<file path="src/rtl/resize_pipe_if.sv">
// resize_pipe_if
//   Bundles the sample streams and statistics signals of resize_pipe.
//   Widths are carried as interface parameters. They must match the
//   parameters of the resize_pipe instance that the interface is connected to.
//
//   Signals:
//     in_dat/in_mode/in_valid -> input sample, per-sample mode and valid
//     in_ready                <- block can take an input sample this cycle
//     out_dat/out_sat         <- resized sample and its saturation flag
//     out_valid               <- output sample valid
//     out_ready               -> downstream takes the output sample
//     sat_cnt                 <- sticky count of saturated outputs taken
//     sat_cnt_clr             -> synchronous clear of sat_cnt
//
//   Modports:
//     slave  : the converter's view (resize_pipe)
//     master : the view of whatever feeds and drains the converter
interface resize_pipe_if #(
  parameter int WID_IN  = 18,
  parameter int WID_OUT = 24,
  parameter int CNT_WID = 16
) ();

  logic [WID_IN-1:0]  in_dat;
  logic [1:0]         in_mode;
  logic               in_valid;
  logic               in_ready;
  logic [WID_OUT-1:0] out_dat;
  logic               out_sat;
  logic               out_valid;
  logic               out_ready;
  logic [CNT_WID-1:0] sat_cnt;
  logic               sat_cnt_clr;

  modport slave (
    input  in_dat, in_mode, in_valid, out_ready, sat_cnt_clr,
    output in_ready, out_dat, out_sat, out_valid, sat_cnt
  );

  modport master (
    output in_dat, in_mode, in_valid, out_ready, sat_cnt_clr,
    input  in_ready, out_dat, out_sat, out_valid, sat_cnt
  );

endinterface

</file>
<file path="src/rtl/resize_pipe.sv">
// resize_pipe
//   Two-stage pipelined width converter for control-loop samples.
//   It converts WID_IN-bit samples to WID_OUT-bit samples after a fixed right
//   shift of SHIFT bits. Each sample carries its own mode:
//     00 signed saturate, 01 unsigned saturate, 10 signed wrap, 11 as 00.
//   Stage 1 registers the shifted sample and its mode. Stage 2 registers the
//   resized result. A valid/ready handshake gives one sample per cycle, and a
//   saturating counter records how many flagged outputs were taken.
//
//   Ports:
//     clk  : system clock
//     rst  : asynchronous reset, active high; drops all in-flight samples
//     bus  : resize_pipe_if slave modport (streams and sat statistics)
module resize_pipe #(
  parameter int WID_IN  = 18,
  parameter int WID_OUT = 24,
  parameter int SHIFT   = 0,
  parameter int CNT_WID = 16
) (
  input  logic          clk,
  input  logic          rst,
  resize_pipe_if.slave  bus
);

  // Width left after the shift. Both the arithmetic and the logical shift,
  // truncated to W bits, are just the top W bits of the input. The only
  // difference is how those bits are read (signed or unsigned). Dropping the
  // low bits is the floor (toward -inf) rounding.
  localparam int W = WID_IN - SHIFT;

  typedef logic [WID_OUT-1:0] out_t;

  logic               s1_valid;
  logic [W-1:0]       s1_v;
  logic [1:0]         s1_mode;
  logic               s1_en;
  logic               s2_en;
  logic               mode_uns;
  out_t               res_dat;
  logic               res_sat;
  logic               out_valid_q;
  out_t               out_dat_q;
  logic               out_sat_q;
  logic [CNT_WID-1:0] sat_cnt_q;

  // Stage 2 moves when it is empty or its sample is being taken. Stage 1
  // moves when it is empty or stage 2 moves. in_ready therefore depends
  // combinationally on out_ready.
  assign s2_en        = !out_valid_q || bus.out_ready;
  assign s1_en        = !s1_valid || s2_en;
  assign bus.in_ready = s1_en;

  assign bus.out_valid = out_valid_q;
  assign bus.out_dat   = out_dat_q;
  assign bus.out_sat   = out_sat_q;
  assign bus.sat_cnt   = sat_cnt_q;

  // Stage 1 holds the already-shifted sample together with its mode, so that
  // a mode change applies exactly to the sample it came with.
  always_ff @(posedge clk or posedge rst) begin
    if (rst) begin
      s1_valid <= 1'b0;
      s1_v     <= '0;
      s1_mode  <= 2'b00;
    end else if (s1_en) begin
      s1_valid <= bus.in_valid;
      if (bus.in_valid) begin
        s1_v    <= bus.in_dat[WID_IN-1:SHIFT];
        s1_mode <= bus.in_mode;
      end
    end
  end

  // Mode 11 is not decoded here, so it falls through to signed saturate.
  assign mode_uns = (s1_mode == 2'b01);

  generate
    if (WID_OUT >= W) begin : g_widen
      // Every shifted value fits the output. Signed modes sign-extend, the
      // unsigned mode zero-extends, and nothing is flagged.
      always_comb begin
        res_sat = 1'b0;
        if (mode_uns) begin
          res_dat = out_t'(s1_v);
        end else begin
          res_dat = out_t'($signed(s1_v));
        end
      end
    end else begin : g_narrow
      localparam out_t S_MAX = {1'b0, {(WID_OUT-1){1'b1}}};
      localparam out_t S_MIN = {1'b1, {(WID_OUT-1){1'b0}}};

      logic mode_wrap;
      logic sign_ok;
      logic uns_over;

      assign mode_wrap = (s1_mode == 2'b10);
      // A signed value fits when every bit above the output sign bit equals
      // that sign bit.
      assign sign_ok   = (&s1_v[W-1:WID_OUT-1]) | ~(|s1_v[W-1:WID_OUT-1]);
      // An unsigned value overflows when any bit above the output MSB is set.
      assign uns_over  = |s1_v[W-1:WID_OUT];

      // The default is plain truncation. Wrap mode keeps it and only raises
      // the flag. The saturating modes replace it with the nearest bound.
      always_comb begin
        res_dat = s1_v[WID_OUT-1:0];
        res_sat = 1'b0;
        if (mode_uns) begin
          if (uns_over) begin
            res_dat = '1;
            res_sat = 1'b1;
          end
        end else if (mode_wrap) begin
          res_sat = !sign_ok;
        end else if (!sign_ok) begin
          res_dat = s1_v[W-1] ? S_MIN : S_MAX;
          res_sat = 1'b1;
        end
      end
    end
  endgenerate

  // Stage 2 is the output register. While downstream stalls it holds its
  // sample, so out_dat/out_sat stay stable. The data registers load only
  // with a real sample, which keeps them at zero after reset until the
  // first sample arrives.
  always_ff @(posedge clk or posedge rst) begin
    if (rst) begin
      out_valid_q <= 1'b0;
      out_dat_q   <= '0;
      out_sat_q   <= 1'b0;
    end else if (s2_en) begin
      out_valid_q <= s1_valid;
      if (s1_valid) begin
        out_dat_q <= res_dat;
        out_sat_q <= res_sat;
      end
    end
  end

  // The counter counts flagged samples only when downstream actually takes
  // them. It sticks at all-ones instead of wrapping. A clear wins over an
  // increment in the same cycle.
  always_ff @(posedge clk or posedge rst) begin
    if (rst) begin
      sat_cnt_q <= '0;
    end else if (bus.sat_cnt_clr) begin
      sat_cnt_q <= '0;
    end else if (out_valid_q && bus.out_ready && out_sat_q && !(&sat_cnt_q)) begin
      sat_cnt_q <= sat_cnt_q + 1'b1;
    end
  end

endmodule
</file>
<file path="src/flat_wrapper.sv">
// flat-port wrapper written by rule: the top's interface ports become plain ports
module resize_pipe_flat 
#(
  parameter int WID_IN  = 18,
  parameter int WID_OUT = 24,
  parameter int SHIFT   = 0,
  parameter int CNT_WID = 16
)
  (clk, rst, bus_in_dat, bus_in_mode, bus_in_valid, bus_out_ready, bus_sat_cnt_clr, bus_in_ready, bus_out_dat, bus_out_sat, bus_out_valid, bus_sat_cnt);
  resize_pipe_if #(.WID_IN(WID_IN), .WID_OUT(WID_OUT), .CNT_WID(CNT_WID)) bus_i ();
  input  logic clk;
  input  logic rst;
  input wire logic [$bits(bus_i.in_dat)-1:0] bus_in_dat;
  input wire logic [$bits(bus_i.in_mode)-1:0] bus_in_mode;
  input wire logic [$bits(bus_i.in_valid)-1:0] bus_in_valid;
  input wire logic [$bits(bus_i.out_ready)-1:0] bus_out_ready;
  input wire logic [$bits(bus_i.sat_cnt_clr)-1:0] bus_sat_cnt_clr;
  output wire logic [$bits(bus_i.in_ready)-1:0] bus_in_ready;
  output wire logic [$bits(bus_i.out_dat)-1:0] bus_out_dat;
  output wire logic [$bits(bus_i.out_sat)-1:0] bus_out_sat;
  output wire logic [$bits(bus_i.out_valid)-1:0] bus_out_valid;
  output wire logic [$bits(bus_i.sat_cnt)-1:0] bus_sat_cnt;
  assign bus_i.in_dat = bus_in_dat;
  assign bus_i.in_mode = bus_in_mode;
  assign bus_i.in_valid = bus_in_valid;
  assign bus_i.out_ready = bus_out_ready;
  assign bus_i.sat_cnt_clr = bus_sat_cnt_clr;
  assign bus_in_ready = bus_i.in_ready;
  assign bus_out_dat = bus_i.out_dat;
  assign bus_out_sat = bus_i.out_sat;
  assign bus_out_valid = bus_i.out_valid;
  assign bus_sat_cnt = bus_i.sat_cnt;
  resize_pipe #(.WID_IN(WID_IN), .WID_OUT(WID_OUT), .SHIFT(SHIFT), .CNT_WID(CNT_WID)) u_core (.clk(clk), .rst(rst), .bus(bus_i));
endmodule
</file>
<file path="config.mk">
export PLATFORM = sky130hd
export DESIGN_NAME = resize_pipe_flat
export DESIGN_NICKNAME = d
export VERILOG_FILES = /design/src/rtl/resize_pipe_if.sv /design/src/rtl/resize_pipe.sv /design/src/flat_wrapper.sv
export SDC_FILE = /design/constraint.sdc
export NUM_CORES = 1
export LEC_CHECK = 0
export CORE_MARGIN = 2
export CORE_UTILIZATION = 46
export CTS_BUF_LIST = sky130_fd_sc_hd__clkbuf_8
export CTS_CLUSTER_DIAMETER = 200
export DETAILED_ROUTE_END_ITERATION = 8
export PLACE_DENSITY = 0.86
export SLEW_MARGIN = 20
export SYNTH_ARGS = -nofsm -noshare
export SYNTH_HDL_FRONTEND = slang
export SYNTH_SLANG_ARGS = --single-unit
</file>
<file path="constraint.sdc">
create_clock -name clk -period 1.4 [get_ports clk]
set_input_delay 0.35 -clock clk [delete_from_list [all_inputs] [get_ports clk]]
set_output_delay 0.35 -clock clk [all_outputs]
set_load 0.01 [all_outputs]
</file>
==> flow_metrics.py, run 1 <==
metrics = {
    "placement": {
        "dp_cells": 212,
        "dpl.hpwl_mm": 2.28,
        "dp_slack_ps": -423,
        "numPortBuffers": 49,
        "globalplace.congestion": 0.661,
    },
    "die": {
        "die-height_um": 67.7,
        "start_util_pct": 47.4,
        "die_x_um": 67.7,
        "dieArea_sq_um": 4590,
        "coreArea_sq_um": 3940,
        "rows": 23,
        "num_io_pins": 68,
    },
    "synth": {
        "ys_ff_latch": 41,
        "synth_cell_types": 15,
        "ys_seq_area_share_pct": 54.9,
        "yosysWarnings": 0,
        "synth_edf_count": 0,
        "synthArstFlopShare_pct": 100,
        "ys.flop_type": "dfrtp_1",
        "synth_cells": 116,
        "synth.cell_area_sq_um": 1870,
        "avgSynthCellArea_sq_um": 16.1,
    },
    "run": {
        "timing.max_cap.violations": 0,
    },
    "drt": {
        "drtAntennaViolNets": 0,
        "drtPass1Iterations": 2,
        "drt_iter0_markers": 12,
        "via_per_inst": 4.49,
        "wirelength_mm": 3.19,
        "route.detailed.drc": 0,
        "avgRoutedWirePerCell_um": 14.2,
        "vias": 1005,
    },
    "cts": {
        "cts.clk_slew.worst_paths_ps": 80,
        "cts_sinks": 41,
        "insertion_delay_ps": 280,
        "root_buffer": "clkbuf_8",
        "cts_tree": "done",
        "cts_buffer_depth": 2,
        "h-tree-depth": 2,
        "cts-buffers-inserted": 5,
    },
    "final_layout": {
        "finalNonFillerCells": 224,
        "fill_cells": 290,
        "fin_nets": 198,
        "mostFrequentLayoutCell": "dfrtp_1",
        "drive_above_1_share_pct": 36.2,
        "antennaDiodeCount": 0,
        "areaGrowthSynthToFinish_pct": 32.6,
        "final_cell_mix": "dfrtp_1, mux2_4, dlygate4sd2_1, clkdlybuf4s50_1, conb_1",
    },
    "status": {
        "outcome": "completed",
    },
    "grt": {
        "grtUsageTotal_pct": 15.1,
        "grt_pass1_vias": 1064,
        "grt_pass1_wl_mm": 5.15,
        "grt.overflow.total": 0,
        "antenna_found_initial": 0,
        "grt_max_degree": 42,
    },
    "worst_setup_path": {
        "worstPathArrival_ps": 1540,
        "start_kind": "flip-flop",
        "setup.worst_path.class": "reg -> reg",
        "required_ps": 1570,
        "path_max_fanout": 7,
        "worst_setup_path_end_kind": "flip-flop",
        "r2r_cells": 5,
    },
    "power_and_ir_drop": {
        "internal-power_mw": 2.46,
        "netSwitchingPower_mw": 0.872,
        "p_leak_nw": 1.24,
        "switching_share_pct": 26.2,
        "clkPwrFrac_pct": 24.7,
        "vdd_drop_max_v": 0.000963,
        "p_seq_share_pct": 46.8,
        "combPwrFrac_pct": 28.5,
        "power_density_nw_per_um2": 1340,
        "total_power_mw": 3.33,
    },
    "timing": {
        "fin_tns_setup_ps": 0,
        "report.final.slew_viol_count": 0,
        "setup_violations": 0,
        "setup_ws_ps": 27.2,
        "hold_violations": 0,
        "worst_clock_skew_ps": 6.64,
        "fin_crit_sh_pct": 98.1,
        "max_freq_mhz": 728,
        "rsz0062_at_grt": "true",
        "period_minus_slack_ps": 1370,
    },
    "worst_hold_path": {
        "hold_path_class": "in -> async",
    },
}
[critical path: stages (launching register included)]
cell and delay, ps:
dfrtp_1 410, nand3b_4 90, buf_6 120, nand2_4 70, bufbuf_16 270, mux2_4 290
[cell families (layout without fill, tap and decap cells)]
kind of cell,count (synthesis),count (layout),share of synthesized area [%]
DFF,41,41,54.9
muxes,39,39,29.3
buffers and inverters,28,70,12.4
and+or+nand+nor,6,6,3.01
other,1,17,0.201
AOI/OAI and AO/OA,1,1,0.267
[through the flow]
| step | area (sq um) | hold slack [ps] | utilization, % |
|---|---|---|---|
| global placement | 2340 | 490 | 59.5 |
| global route | 2480 | 460 | 62.9 |
| detailed placement | 2340 | 490 | 59.5 |
| finish | 2480 | 428 | 62.9 |
| CTS | 2460 | 433 | 62.5 |
| floorplan | 1930 | 453 | - |
[path summary, 6_finish.rpt]
| kind | endpoint | from | slack, ps |
|---|---|---|---|
| worst min-delay path | u_core.bus.out_dat[14] | rst | 430 |
| worst max-delay path | u_core.s1_v[11] | u_core.bus.out_valid | 30 |
| worst min register to register | u_core.bus.out_dat[0] | u_core.bus.out_dat[0] | 500 |
| worst max register to register | u_core.s1_v[11] | u_core.bus.out_valid | 30 |
| max in group asynchronous | u_core.bus.out_dat[22] | rst | 760 |
| min in group clk | u_core.bus.out_dat[0] | u_core.bus.out_dat[0] | 500 |
[state kept, by name, indices dropped and copies added, names as in the netlist]
register              flops
u_core.bus.out_valid      1
u_core.bus.out_dat       19
u_core.s1_mode            2
u_core.s1_valid           1
u_core.s1_v              18
[layer usage]
| metal | share of wire (%) | wire length [um] | track usage (%) |
|---|---|---|---|
| met1 | 43 | 1370 | 19.7 |
| met2 | 49 | 1570 | 24.6 |
| met3 | 7.5 | 238 | 4.17 |
| met4 | 0.41 | 13 | 3.83 |
| met5 | 0 | 0 | 0 |
[power groups by stage]
| stage | clock network [mW] | registers, mW | logic (mW) |
|---|---|---|---|
| floorplan | 0 | 1.63 | 0.561 |
| global placement | 0 | 1.57 | 1.04 |
| detailed placement | 0 | 1.59 | 1.06 |
| CTS | 0.852 | 1.56 | 0.955 |
| global route | 0.888 | 1.59 | 1.02 |
| finish | 0.824 | 1.56 | 0.948 |
[synthesized netlist by cell type, types with 2 or more instances]
cell / number / area (sq um)
inv_1: 3 / 11.3
buf_12: 2 / 40.0
mux2_2: 9 / 101
mux2_4: 29 / 435
dfrtp_1: 41 / 1030
nand2_4: 2 / 22.5
buf_4: 22 / 165
[final cells by class]
class	count	area, sq um	share of cell area, %
clock inverters	1	5.00	0.202
repair buffers	59	594	24.0
inverters	3	11.3	0.454
flip-flops and latches	41	1030	41.5
multi-input cells	63	681	27.5
clock buffers	7	96.3	3.89
well taps	50	62.6	2.52
[what timing repair did]
item | CTS | global route
gates resized for setup | 34 | 0
setup buffers | 1 | 2
gates cloned | 1 | 0
hold buffers | 0 | 0
endpoints found under the setup margin | 46 | 20
(Power assumes the default switching activity.)
==> run 2: changes to the inputs <==
- CTS_CLUSTER_DIAMETER: 200 -> 50
- RECOVER_POWER: not set -> 25
- SLEW_MARGIN: 20 -> 5
==> flow_metrics.py, run 2 (synthesis results as in run 1) <==
metrics = {
    "status": {
        "outcome": "completed",
    },
    "grt": {
        "antenna_found_initial": 0,
        "grt_pass1_wl_mm": 5.15,
        "grt.overflow.total": 0,
        "grtUsageTotal_pct": 15.1,
        "grt_pass1_vias": 1064,
        "grt_max_degree": 42,
    },
    "drt": {
        "drt_iter0_markers": 11,
        "drtAntennaViolNets": 0,
        "route.detailed.drc": 0,
        "wirelength_mm": 3.19,
        "avgRoutedWirePerCell_um": 14.2,
        "wl_met3_um": 238,
        "via_per_inst": 4.48,
        "route.met2.wl_mm": 1.58,
        "drtPass1Iterations": 2,
        "vias": 1004,
        "wl_met1_mm": 1.36,
        "routed.top_layer": "met4",
    },
    "worst_hold_path": {
        "hold_depth": 1,
        "worstHoldEndpoint": "u_core.bus.out_dat[0]",
        "hold_path_class": "reg -> reg",
        "holdCritStartpoint": "u_core.bus.out_dat[0]",
    },
    "placement": {
        "globalplace.congestion": 0.661,
        "numPortBuffers": 49,
        "postPlaceCellArea_sq_um": 2340,
        "dpl.hpwl_mm": 2.28,
    },
    "worst_setup_path": {
        "critPathMaxStageDelay_ps": 410,
        "cp_num_buf_inv": 2,
        "worst_setup_path_end_kind": "flip-flop",
        "worstPathArrival_ps": 1540,
        "r2r_cells": 5,
        "path_max_fanout": 7,
        "setup.worst_path.class": "reg -> reg",
        "regToRegSetupSlack_ps": 30,
        "cp_top_family": "flip-flops",
        "slowest_stage": "dfrtp_1",
        "r2r-end": "u_core.s1_v[11]",
        "required_ps": 1570,
        "path_cells": "nand3b_4, buf_6, nand2_4, bufbuf_16, mux2_4",
        "start_kind": "flip-flop",
        "reg2reg_from": "u_core.bus.out_valid",
    },
    "timing": {
        "worst_clock_skew_ps": 5.62,
        "tightest_slew_ps": 541,
        "rsz0062_at_grt": "true",
        "period_minus_slack_ps": 1370,
        "fin_crit_sh_pct": 98.0,
        "relSlewSlack_pct": 63.9,
        "fin_hold_ws_ps": 502,
        "report.final.slew_viol_count": 0,
        "max_freq_mhz": 729,
        "setup_violations": 0,
        "hold_violations": 0,
    },
    "die": {
        "die-height_um": 67.7,
        "num_io_pins": 68,
        "start_util_pct": 47.4,
        "die_x_um": 67.7,
        "dieArea_sq_um": 4590,
        "rows": 23,
        "coreArea_sq_um": 3940,
    },
    "final_layout": {
        "antennaDiodeCount": 0,
        "final_cell_mix": "dfrtp_1, mux2_4, dlygate4sd2_1, clkdlybuf4s50_1, conb_1",
        "drive_above_1_share_pct": 36.2,
        "fin_area_sq_um": 2470,
        "fin_nets": 198,
        "areaGrowthSynthToFinish_pct": 31.9,
        "mostFrequentLayoutCell": "dfrtp_1",
        "post-route-util_pct": 62.6,
        "largest_register_ffs": 19,
    },
    "cts": {
        "h-tree-depth": 2,
        "cts-buffers-inserted": 5,
        "cts_tree": "done",
        "root_buffer": "clkbuf_8",
        "cts_buffer_depth": 2,
        "insertion_delay_ps": 280,
        "ctsHoldBuffers": 0,
        "cts.clk_slew.worst_paths_ps": 70,
        "cts_sinks": 41,
    },
    "power_and_ir_drop": {
        "power_density_nw_per_um2": 1350,
        "p_leak_nw": 1.23,
        "vdd_drop_max_v": 0.000964,
        "total_power_mw": 3.33,
    },
    "run": {
        "timing.max_cap.violations": 0,
    },
}
==> run 2: power by group <==
part | internal (mW) | total (mW) | switching (mW)
Clock | 0.445 | 0.826 | 0.381
Combinational | 0.586 | 0.943 | 0.357
Sequential | 1.42 | 1.56 | 0.136
Total | 2.45 | 3.33 | 0.874
==> run 2: cell type report <==
type,count,area [sq um]
multi-input combinational,63,681
fill,291,1480
tap,50,62.6
timing repair buffer,59,582
sequential,41,1030
clock buffer,7,96.3
clock inverter,1,5.00
inverter,3,11.3
==> run 2: worst max-delay path by stage <==
| stage | from | end | cells past startpoint |
|---|---|---|---|
| 6_report | u_core.bus.out_valid | u_core.s1_v[11] | 5 |
| 2_1_floorplan | rst | u_core.bus.out_dat[0] | 1 |
| 3_3_place_gp | bus_out_ready | bus_in_ready | 3 |
| 3_5_place_dp | bus_out_ready | bus_in_ready | 3 |
| 4_1_cts | u_core.bus.out_valid | u_core.s1_v[11] | 5 |
| 5_1_grt | u_core.bus.out_valid | u_core.s1_v[11] | 5 |
==> run 2: per-layer routing <==
layer / global-route usage [%] / up-vias
li1: - / 462
met1: 19.7 / 494
met2: 24.6 / 46
met3: 4.17 / 2
met4: 3.83 / 0
met5: 0 / -
==> run 2: repair_timing <==
item / 4_1_cts / 5_1_grt
resized for setup: 34 / 0
setup buffers: 1 / 2
cloned: 1 / 0
setup endpoints to repair: 46 / 20
pin swaps: 0 / 0
==> run 2: through the flow <==
stage,cells,TNS (ps),worst slack [ps]
after floorplan,132,0,104
after global placement,212,-12210,-415
after detailed placement,212,-13430,-423
after CTS,222,0,5.01
after global routing,224,-88.9,-17.2
final,224,0,28.4
==> run 3: changes to the inputs <==
- CAP_MARGIN: not set -> 30
==> results of run 3 <==
Same layout as run 2: the final DEF is identical, and so are final timing and power.
